$ cat src/rtl/sobel_window_ctrl.sv
// Raster-scan window sequencer for an external sobel instance.
// Buffers two previous lines, forms the 3x3 neighbourhood for every interior
// pixel, follows sobel's one-register latency and returns tagged results.
module sobel_window_ctrl #(
    parameter int unsigned IMG_W = 64,
    parameter int unsigned IMG_H = 48,
    parameter int unsigned CW    = $clog2(IMG_W),
    parameter int unsigned RW    = $clog2(IMG_H)
) (
    input  logic          clk,
    input  logic          rst_n,
    // pixel stream
    input  logic          in_valid,
    output logic          in_ready,
    input  logic          in_sof,
    input  logic [7:0]    in_pix,
    // window to sobel
    output logic [8:0]    p0,
    output logic [8:0]    p1,
    output logic [8:0]    p2,
    output logic [8:0]    p3,
    output logic [8:0]    p5,
    output logic [8:0]    p6,
    output logic [8:0]    p7,
    output logic [8:0]    p8,
    output logic          win_valid,
    // result from sobel
    input  logic [7:0]    sobel_out,
    output logic          res_valid,
    output logic [7:0]    res_pix,
    output logic [CW-1:0] res_col,
    output logic [RW-1:0] res_row,
    output logic          frame_done,
    output logic          busy
);

    localparam int unsigned PIX_W = 8;
    localparam int unsigned WIN_W = 9;

    typedef enum logic [1:0] {
        IDLE  = 2'd0,
        FILL  = 2'd1,
        RUN   = 2'd2,
        DRAIN = 2'd3
    } state_t;

    state_t state;
    state_t next_state;

    // raster position of the next pixel to be accepted
    logic [CW-1:0] col;
    logic [RW-1:0] row;
    logic          drain_cnt;

    // line buffers: lb1 = previous row, lb2 = row before that
    logic [PIX_W-1:0] lb1 [IMG_W];
    logic [PIX_W-1:0] lb2 [IMG_W];

    // column shift registers for current (sh), middle (mid) and top (top) rows
    logic [PIX_W-1:0] sh1;
    logic [PIX_W-1:0] sh2;
    logic [PIX_W-1:0] mid1;
    logic [PIX_W-1:0] mid2;
    logic [PIX_W-1:0] top1;
    logic [PIX_W-1:0] top2;

    // tag pipeline: stage 1 travels with the window, stage 2 with sobel's registers
    logic [CW-1:0] win_col;
    logic [RW-1:0] win_row;
    logic          s2_valid;
    logic [CW-1:0] s2_col;
    logic [RW-1:0] s2_row;

    // handshake / control decode
    logic          accept_c;
    logic          store_c;
    logic          win_fire_c;
    logic          last_col_c;
    logic [CW-1:0] wr_col_c;

    // Control decode and next-state logic
    always_comb begin
        next_state = state;
        accept_c   = in_valid && in_ready;
        store_c    = accept_c && (in_sof || (state != IDLE));
        last_col_c = (col == CW'(IMG_W - 1));
        wr_col_c   = in_sof ? '0 : col;
        win_fire_c = accept_c && !in_sof && (state == RUN) && (col >= CW'(2));

        case (state)
            IDLE: begin
                if (accept_c && in_sof) begin
                    next_state = FILL;
                end
            end
            FILL: begin
                if (accept_c) begin
                    if (in_sof) begin
                        next_state = FILL;
                    end else if ((row == RW'(1)) && last_col_c) begin
                        next_state = RUN;
                    end
                end
            end
            RUN: begin
                if (accept_c) begin
                    if (in_sof) begin
                        next_state = FILL;
                    end else if ((row == RW'(IMG_H - 1)) && last_col_c) begin
                        next_state = DRAIN;
                    end
                end
            end
            DRAIN: begin
                if (drain_cnt) begin
                    next_state = IDLE;
                end
            end
            default: begin
                next_state = IDLE;
            end
        endcase
    end

    // State register
    always_ff @(posedge clk or negedge rst_n) begin
        if (!rst_n) begin
            state <= IDLE;
        end else begin
            state <= next_state;
        end
    end

    // Raster counters and drain timer; a sof pixel is always position (0,0)
    always_ff @(posedge clk or negedge rst_n) begin
        if (!rst_n) begin
            col       <= '0;
            row       <= '0;
            drain_cnt <= 1'b0;
        end else begin
            if (store_c) begin
                if (in_sof) begin
                    col <= CW'(1);
                    row <= '0;
                end else if (last_col_c) begin
                    col <= '0;
                    row <= row + RW'(1);
                end else begin
                    col <= col + CW'(1);
                end
            end
            drain_cnt <= (state == DRAIN) ? ~drain_cnt : 1'b0;
        end
    end

    // Pixel storage; contents are only ever read after being written this frame
    always_ff @(posedge clk) begin
        if (store_c) begin
            lb1[wr_col_c] <= in_pix;
            lb2[wr_col_c] <= lb1[wr_col_c];
            sh1           <= in_pix;
            sh2           <= sh1;
            mid1          <= lb1[wr_col_c];
            mid2          <= mid1;
            top1          <= lb2[wr_col_c];
            top2          <= top1;
        end
    end

    // Window ports and their tag; ports hold between windows
    always_ff @(posedge clk or negedge rst_n) begin
        if (!rst_n) begin
            p0        <= '0;
            p1        <= '0;
            p2        <= '0;
            p3        <= '0;
            p5        <= '0;
            p6        <= '0;
            p7        <= '0;
            p8        <= '0;
            win_valid <= 1'b0;
            win_col   <= '0;
            win_row   <= '0;
        end else begin
            win_valid <= win_fire_c;
            if (win_fire_c) begin
                p8      <= WIN_W'(in_pix);
                p7      <= WIN_W'(sh1);
                p6      <= WIN_W'(sh2);
                p5      <= WIN_W'(lb1[col]);
                p3      <= WIN_W'(mid2);
                p2      <= WIN_W'(lb2[col]);
                p1      <= WIN_W'(top1);
                p0      <= WIN_W'(top2);
                win_col <= col - CW'(1);
                win_row <= row - RW'(1);
            end
        end
    end

    // Tag stage aligned with sobel's internal gx/gy registers
    always_ff @(posedge clk or negedge rst_n) begin
        if (!rst_n) begin
            s2_valid <= 1'b0;
            s2_col   <= '0;
            s2_row   <= '0;
        end else begin
            s2_valid <= win_valid;
            s2_col   <= win_col;
            s2_row   <= win_row;
        end
    end

    // Result capture, frame completion and status flags
    always_ff @(posedge clk or negedge rst_n) begin
        if (!rst_n) begin
            res_valid  <= 1'b0;
            res_pix    <= '0;
            res_col    <= '0;
            res_row    <= '0;
            frame_done <= 1'b0;
            busy       <= 1'b0;
            in_ready   <= 1'b1;
        end else begin
            res_valid <= s2_valid;
            if (s2_valid) begin
                res_pix <= sobel_out;
                res_col <= s2_col;
                res_row <= s2_row;
            end
            frame_done <= (state == DRAIN) && drain_cnt;
            busy       <= (next_state != IDLE);
            in_ready   <= (next_state != DRAIN);
        end
    end

endmodule

$ cat config.mk
export PLATFORM = sky130hd
export DESIGN_NAME = sobel_window_ctrl
export DESIGN_NICKNAME = d
export VERILOG_FILES = /design/src/rtl/sobel_window_ctrl.sv
export SDC_FILE = /design/constraint.sdc
export NUM_CORES = 2
export LEC_CHECK = 0
export CAP_MARGIN = 20
export CELL_PAD_IN_SITES_DETAIL_PLACEMENT = 0
export CELL_PAD_IN_SITES_GLOBAL_PLACEMENT = 1
export CORE_MARGIN = 2
export CORE_UTILIZATION = 55
export DETAILED_ROUTE_END_ITERATION = 10
export PLACE_DENSITY = 0.84
export SLEW_MARGIN = 0
export SYNTH_ARGS = -nofsm -noshare
export SYNTH_HDL_FRONTEND = slang
export SYNTH_SLANG_ARGS = --single-unit
$ cat constraint.sdc
create_clock -name clk -period 6.38 [get_ports clk]
set_clock_uncertainty 0.15 [all_clocks]
set_input_delay 1.914 -clock clk [delete_from_list [all_inputs] [get_ports clk]]
set_output_delay 1.914 -clock clk [all_outputs]
set_load 0.02 [all_outputs]
## Word-level counts from Yosys, hierarchy flattened

Memories as Yosys holds them, arrays and structs flattened. A register that Yosys moved wholly into a read port is not among the register bits.
Index checks and enable logic that the tools add are counted.

| operators by class | value |
|---|---|
| $add $sub $neg | 4 |
| $mul | 0 |
| div/mod/pow operators | 0 |
| magnitude comparators | 1 |
| equality and inequality tests | 7 |
| shifts and indexed selects | 0 |
| mux-type cells | 17 |
| bitwise logic cells | 1 |
| reduce and logical (&&, ||, !) cells | 18 |

Operator list:

| operator | number |
|---|---|
| 6-bit 2-to-1 mux | 5 |
| 2-bit 2-to-1 mux | 8 |
| 6-bit by 1-bit adder with 6-bit output (second input constant) | 2 |
| 6-bit == test (second input constant) | 2 |
| 6-bit by 1-bit subtractor with 6-bit output (second input constant) | 2 |
| 1-bit logical AND | 9 |
| 2-bit case mux with 4 select lines | 1 |
| 6-bit by 1-bit == test with 1-bit output (second input constant) | 1 |
| 6-bit by 2-bit >= comparator with 1-bit output (second input constant) | 1 |
| 2-bit nonzero test | 3 |
| 2-bit == test (second input constant) | 2 |
| 1-bit logical NOT | 3 |
| 1-bit 2-to-1 mux | 3 |
| 2-bit by 1-bit == test with 1-bit output (second input constant) | 1 |
| 2-bit logical NOT | 1 |
| 2-bit != test (second input constant) | 1 |
| 2-bit AND reduction | 1 |
| 1-bit logical OR | 1 |
| 1-bit NOT | 1 |

| word-level totals | value |
|---|---|
| register bits after elaboration | 153 |
| latch bits | 0 |
| RAM bits | 1024 |
| memory bits (read-only) | 0 |
| input bits | 20 |
| output and inout bits | 97 |
| word-level logic and storage cells | 78 |
| memories | 2 |

Memory list:

| memory | words | bits a word | rd ports | clocked after Yosys merged registers in | write ports | RTL line | text |
|---|---|---|---|---|---|---|---|
| lb1 | 64 | 8 | 2 | 1 | 1 | 56 | `logic [PIX_W-1:0] lb1 [IMG_W];` |
| lb2 | 64 | 8 | 2 | 2 | 1 | 57 | `logic [PIX_W-1:0] lb2 [IMG_W];` |

## Longest topological paths before layout

| logic depth | value |
|---|---|
| depth in word-level cells | 7 |
| mapped depth | 13 |
| depth with buffers taken out | 7 |

## Worst setup path after synthesis

Ideal clock, no wire load.

| timing | value |
|---|---|
| path type | input-to-reg |
| start | in in_sof |
| end | mem lb2[0][4] (data pin) |
| data arrival time | 5050 ps |
| data required time | 5636 ps |
| path slack | 586 ps |
| cell stages on the path | 7 |
| path through | buf_4 or3b_1 buf_2 o22ai_1 a211o_1 o211ai_1 a31oi_1 |

| between the ends | value |
|---|---|
| cells in the longest elaborated chain, start to end | 2 |

RTL lines:

| what | RTL line | text |
|---|---|---|
| from (decl) | 15 | `input logic in_sof,` |
| 6-bit 2-to-1 mux | 87 | `wr_col_c = in_sof ? '0 : col;` |
| memory read 64 x 8 bit | - |  |
| to (decl) | 57 |  |

No other way between the ends.

## Final worst setup path

| timing | value |
|---|---|
| start | in in_sof |
| end | mem lb2[52][6] (data pin) |

Same word-level chain as after synthesis.

==> metrics.md <==
| Metric | Value |
|---|---|
| Initial antenna violation count | 18 |
| Slew Limit Fails | 0 |
| Cell taking the most area after synthesis | edfxtp_1 |
| IO Port Bufs | 108 |
| Largest cells by area after synthesis | edfxtp_1 (59%), mux4_2 (6.4%), dfrtp_1 (5.9%), mux2i_1 (4.8%), nand2_1 (2.8%) |
| Flop-to-flop setup slack | 1550 ps |
| Vias in the first global route | 36.8k |
| Clk_lat worst skew | 780 ps |
| Post-Syn Area per Cell | 14.5 um2 |
| GR Overflow Total | 0 |
| DP Cell Count | 5077 |
| Top-count cell post-synth | edfxtp_1 |
| Yosys reg bits | 1201 |
| Final hold vios | 0 |
| Clock Power Share | 36.1% |
| Post-synth ARST share | 10.7% |
| Netlist cell types | 93 |
| HPWL after DPL | 128000 um |
| Root buffer cell | clkbuf_16 |
| Fin crit period | 4960 ps |
| Sequential area share after synthesis | 65.4% |
| Int Power | 0.0141 W |
| P_sw | 0.00580 W |
| R2R depth | 8 |
| Clock Pin Slew Worst Setup and Hold Paths | 60 ps |
| Tcrit/Tclk final | 77.8% |
| Chip Width | 318 um |
| Unrepaired setup endpoints after global routing | false |
| H-tree Lvls | 3 |
| Sequential power share | 45.4% |
| Yosys top cell area share | 59.5% |
| Vias/cell | 7.33 |
| Comb pwr share | 18.5% |
| Post-route DRC violation count | 0 |
| # resized after CTS | 0 |
| Critical path endpoint | lb2[52][6]$_DFFE_PP_ |
| # rows | 115 |
| Clk sink count | 1201 |
| Post-CTS setup buffer count | 0 |
| Slew Limit Headroom | 12.8% |
| Status | completed |
| Wire per inst | 37.7 um |
| RR Endpoint | lb2[52][6]$_DFFE_PP_ |
| Fin util | 62.4% |
| CTS Buffer Depth | 3 |
| Hold_buf cts | 0 |
| FMAX | 201 MHz |
| Initial Util | 55.3% |
| Final setup fails | 0 |
| Register area | 35400 um2 |
| CP Max Fanout | 33 |
| Die ar. | 101000 um2 |
| Routed wire length | 200000 um |
| Total CTS buffers | 119 |
| Synthesized cell area | 54100 um2 |
| Crit path DAT | 5340 ps |
| Startpoint Class | input port |
| Total negative slack | 0 ps |
| Die Y-Extent | 318 um |
| Via count | 39.0k |
| Kind of critical path | input port to flip-flop |
| Fraction of layout cells with a size suffix above 1 | 18.1% |
| Worst Hold Class | flip-flop to flip-flop |
| Area taken by multi-input logic gates | 17100 um2 |
| Max cap viols | 0 |
| CTS tree | done |
| Top FF cell, synth | edfxtp_1 |
| Drt first pass iters | 10 |
| Core ar. | 98000 um2 |
| VDD IR max | 0.280 mV |
| Syn Inst Count | 3732 |
| Leak | 21.5 nW |
| Crit end category | flip-flop |
| Total power per unit cell area | 325 nW/um2 |
| Boundary Pins | 117 |
| Layout fillers | 7158 |
| R2r startpoint | col[2]$_DFFE_PN0P_ |
| Global Route Usage Sum | 39.2% |
| Hold Crit Depth | 0 |
| Gp weighted congestion | 1.05 |
| P&R area growth vs syn | 13.0% |
| Warnings from Yosys | 0 |
| Post-DRT Antenna Nets | 0 |
| First-pass GRT wire length | 278000 um |
| Worst slew pin tran | 1310 ps |
| Pin count of the biggest net entering global routing | 118 |
| DRT iter0 DRCs | 7796 |
| Most frequent cells after synthesis | edfxtp_1 (1072), nand2_1 (406), mux2i_1 (260) |
| Fin cells | 5316 |
| Nets@finish | 3942 |
| WP data required | 6750 ps |
| Sw frac | 29.2% |
| Number of synthesized flops with an enable pin | 1072 |
| CP Launch Point | in_sof |
-- critical path, cell delays in order --
cell      delay (ps)
buf_4            230
buf_4            260
nand3b_1         740
o22ai_1          390
o22ai_1          120
a21boi_0         410
buf_4            230
a2111o_2         540
buf_4            450
-- cell type report --
class	count	area share, %
Tap cell	1287	2.63
Timing Repair Buffer	348	4.90
Inverter	16	0.102
Multi-Input combinational cell	2230	27.9
Sequential cell	1201	57.9
Antenna cell	10	0.0409
Clock inverter	79	1.28
Clock buffer	145	5.20
-- routing by layer --
metal / GRT usage (%) / routed length, um / share of wire [%]
met1: 49.3 / 66500 / 33
met2: 55.5 / 83100 / 42
met5: 1.37 / 377 / 0.19
met4: 26.4 / 17400 / 8.7
met3: 16.3 / 32800 / 16
-- cell usage in the layout (no fill, tap or decap), types with 12 or more instances in the layout --
cell type | netlist | routed
a211o_1 | 13 | 13
a211oi_1 | 52 | 52
a21oi_1 | 168 | 168
a221o_1 | 19 | 19
a221oi_1 | 40 | 40
a22o_1 | 12 | 12
a22oi_1 | 54 | 54
a311oi_1 | 16 | 16
a31oi_1 | 40 | 39
a32oi_1 | 17 | 17
and2_1 | 15 | 15
and3_1 | 25 | 25
buf_12 | 2 | 12
buf_4 | 46 | 227
bufinv_16 | 0 | 13
clkbuf_1 | 71 | 18
clkbuf_16 | 0 | 122
clkdlybuf4s50_1 | 0 | 98
clkinv_1 | 1 | 22
clkinv_2 | 0 | 27
dfrtp_1 | 128 | 123
edfxtp_1 | 1072 | 1072
mux2_2 | 73 | 73
mux2i_1 | 260 | 260
mux4_2 | 155 | 155
nand2_1 | 406 | 406
nand2b_1 | 27 | 25
nand3_1 | 66 | 66
nand3b_1 | 14 | 14
nand4_1 | 19 | 19
nor2_1 | 168 | 166
nor2b_1 | 49 | 43
nor3_1 | 32 | 28
o211ai_1 | 48 | 48
o21ai_0 | 149 | 149
o221ai_1 | 38 | 38
o22ai_1 | 56 | 55
or2_2 | 12 | 12
-- worst min path at each step --
| stage | start | to | slack [ps] |
|---|---|---|---|
| 2_1_floorplan | win_col[0]$_DFFE_PN0P_ | s2_col[0]$_DFF_PN0_ | 200 |
| 3_3_place_gp | win_col[3]$_DFFE_PN0P_ | s2_col[3]$_DFF_PN0_ | 210 |
| 3_5_place_dp | win_col[1]$_DFFE_PN0P_ | s2_col[1]$_DFF_PN0_ | 210 |
| 4_1_cts | win_col[1]$_DFFE_PN0P_ | s2_col[1]$_DFF_PN0_ | 220 |
| 5_1_grt | win_col[1]$_DFFE_PN0P_ | s2_col[1]$_DFF_PN0_ | 220 |
| 6_report | win_col[4]$_DFFE_PN0P_ | s2_col[4]$_DFF_PN0_ | 220 |
-- metrics by stage --
| step | worst slack [ps] | area [um2] | hold WS [ps] | power, W |
|---|---|---|---|---|
| after global placement | 834 | 57100 | 208 | 0.0126 |
| final | 1420 | 61200 | 221 | 0.0199 |
| after global routing | 1490 | 61100 | 224 | 0.0202 |
| after floorplan | 586 | 54200 | 204 | 0.0112 |
| after CTS | 1590 | 61100 | 222 | 0.0196 |
| after detailed placement | 830 | 57100 | 209 | 0.0126 |
-- state kept, by name, indices dropped and copies added (netlist names), 8 cells and up --
register and flops:
p3 8, lb1 512, p2 8, res_pix 8, mid2 8, p0 8, p5 8, sh1 8
p8 8, mid1 8, p1 8, sh2 8, p6 8, top1 8, p7 8, lb2 512
top2 8
-- power by group through the flow --
stage	sequential, W	clock [W]	combinational [W]
floorplan	0.00911	0	0.00210
global placement	0.00917	0	0.00339
detailed placement	0.00917	0	0.00343
CTS	0.00901	0.00718	0.00344
global route	0.00901	0.00751	0.00368
finish	0.00902	0.00718	0.00368
-- cells by family (layout without fill, tap and decap cells) --
group,count (synthesis),after routing,share of synthesized area [%]
buffers and inverters,308,588,3.30
other,1,18,0.00693
adder cells (fa/ha/maj),6,6,0.139
AND/OR/NAND/NOR,875,875,7.39
AO/OA/AOI/OAI,840,840,10.8
multiplexers,488,488,12.8
flip-flops,1201,1201,65.4
XOR/XNOR,13,13,0.210
No activity file was read; power rests on OpenSTA's default activity.
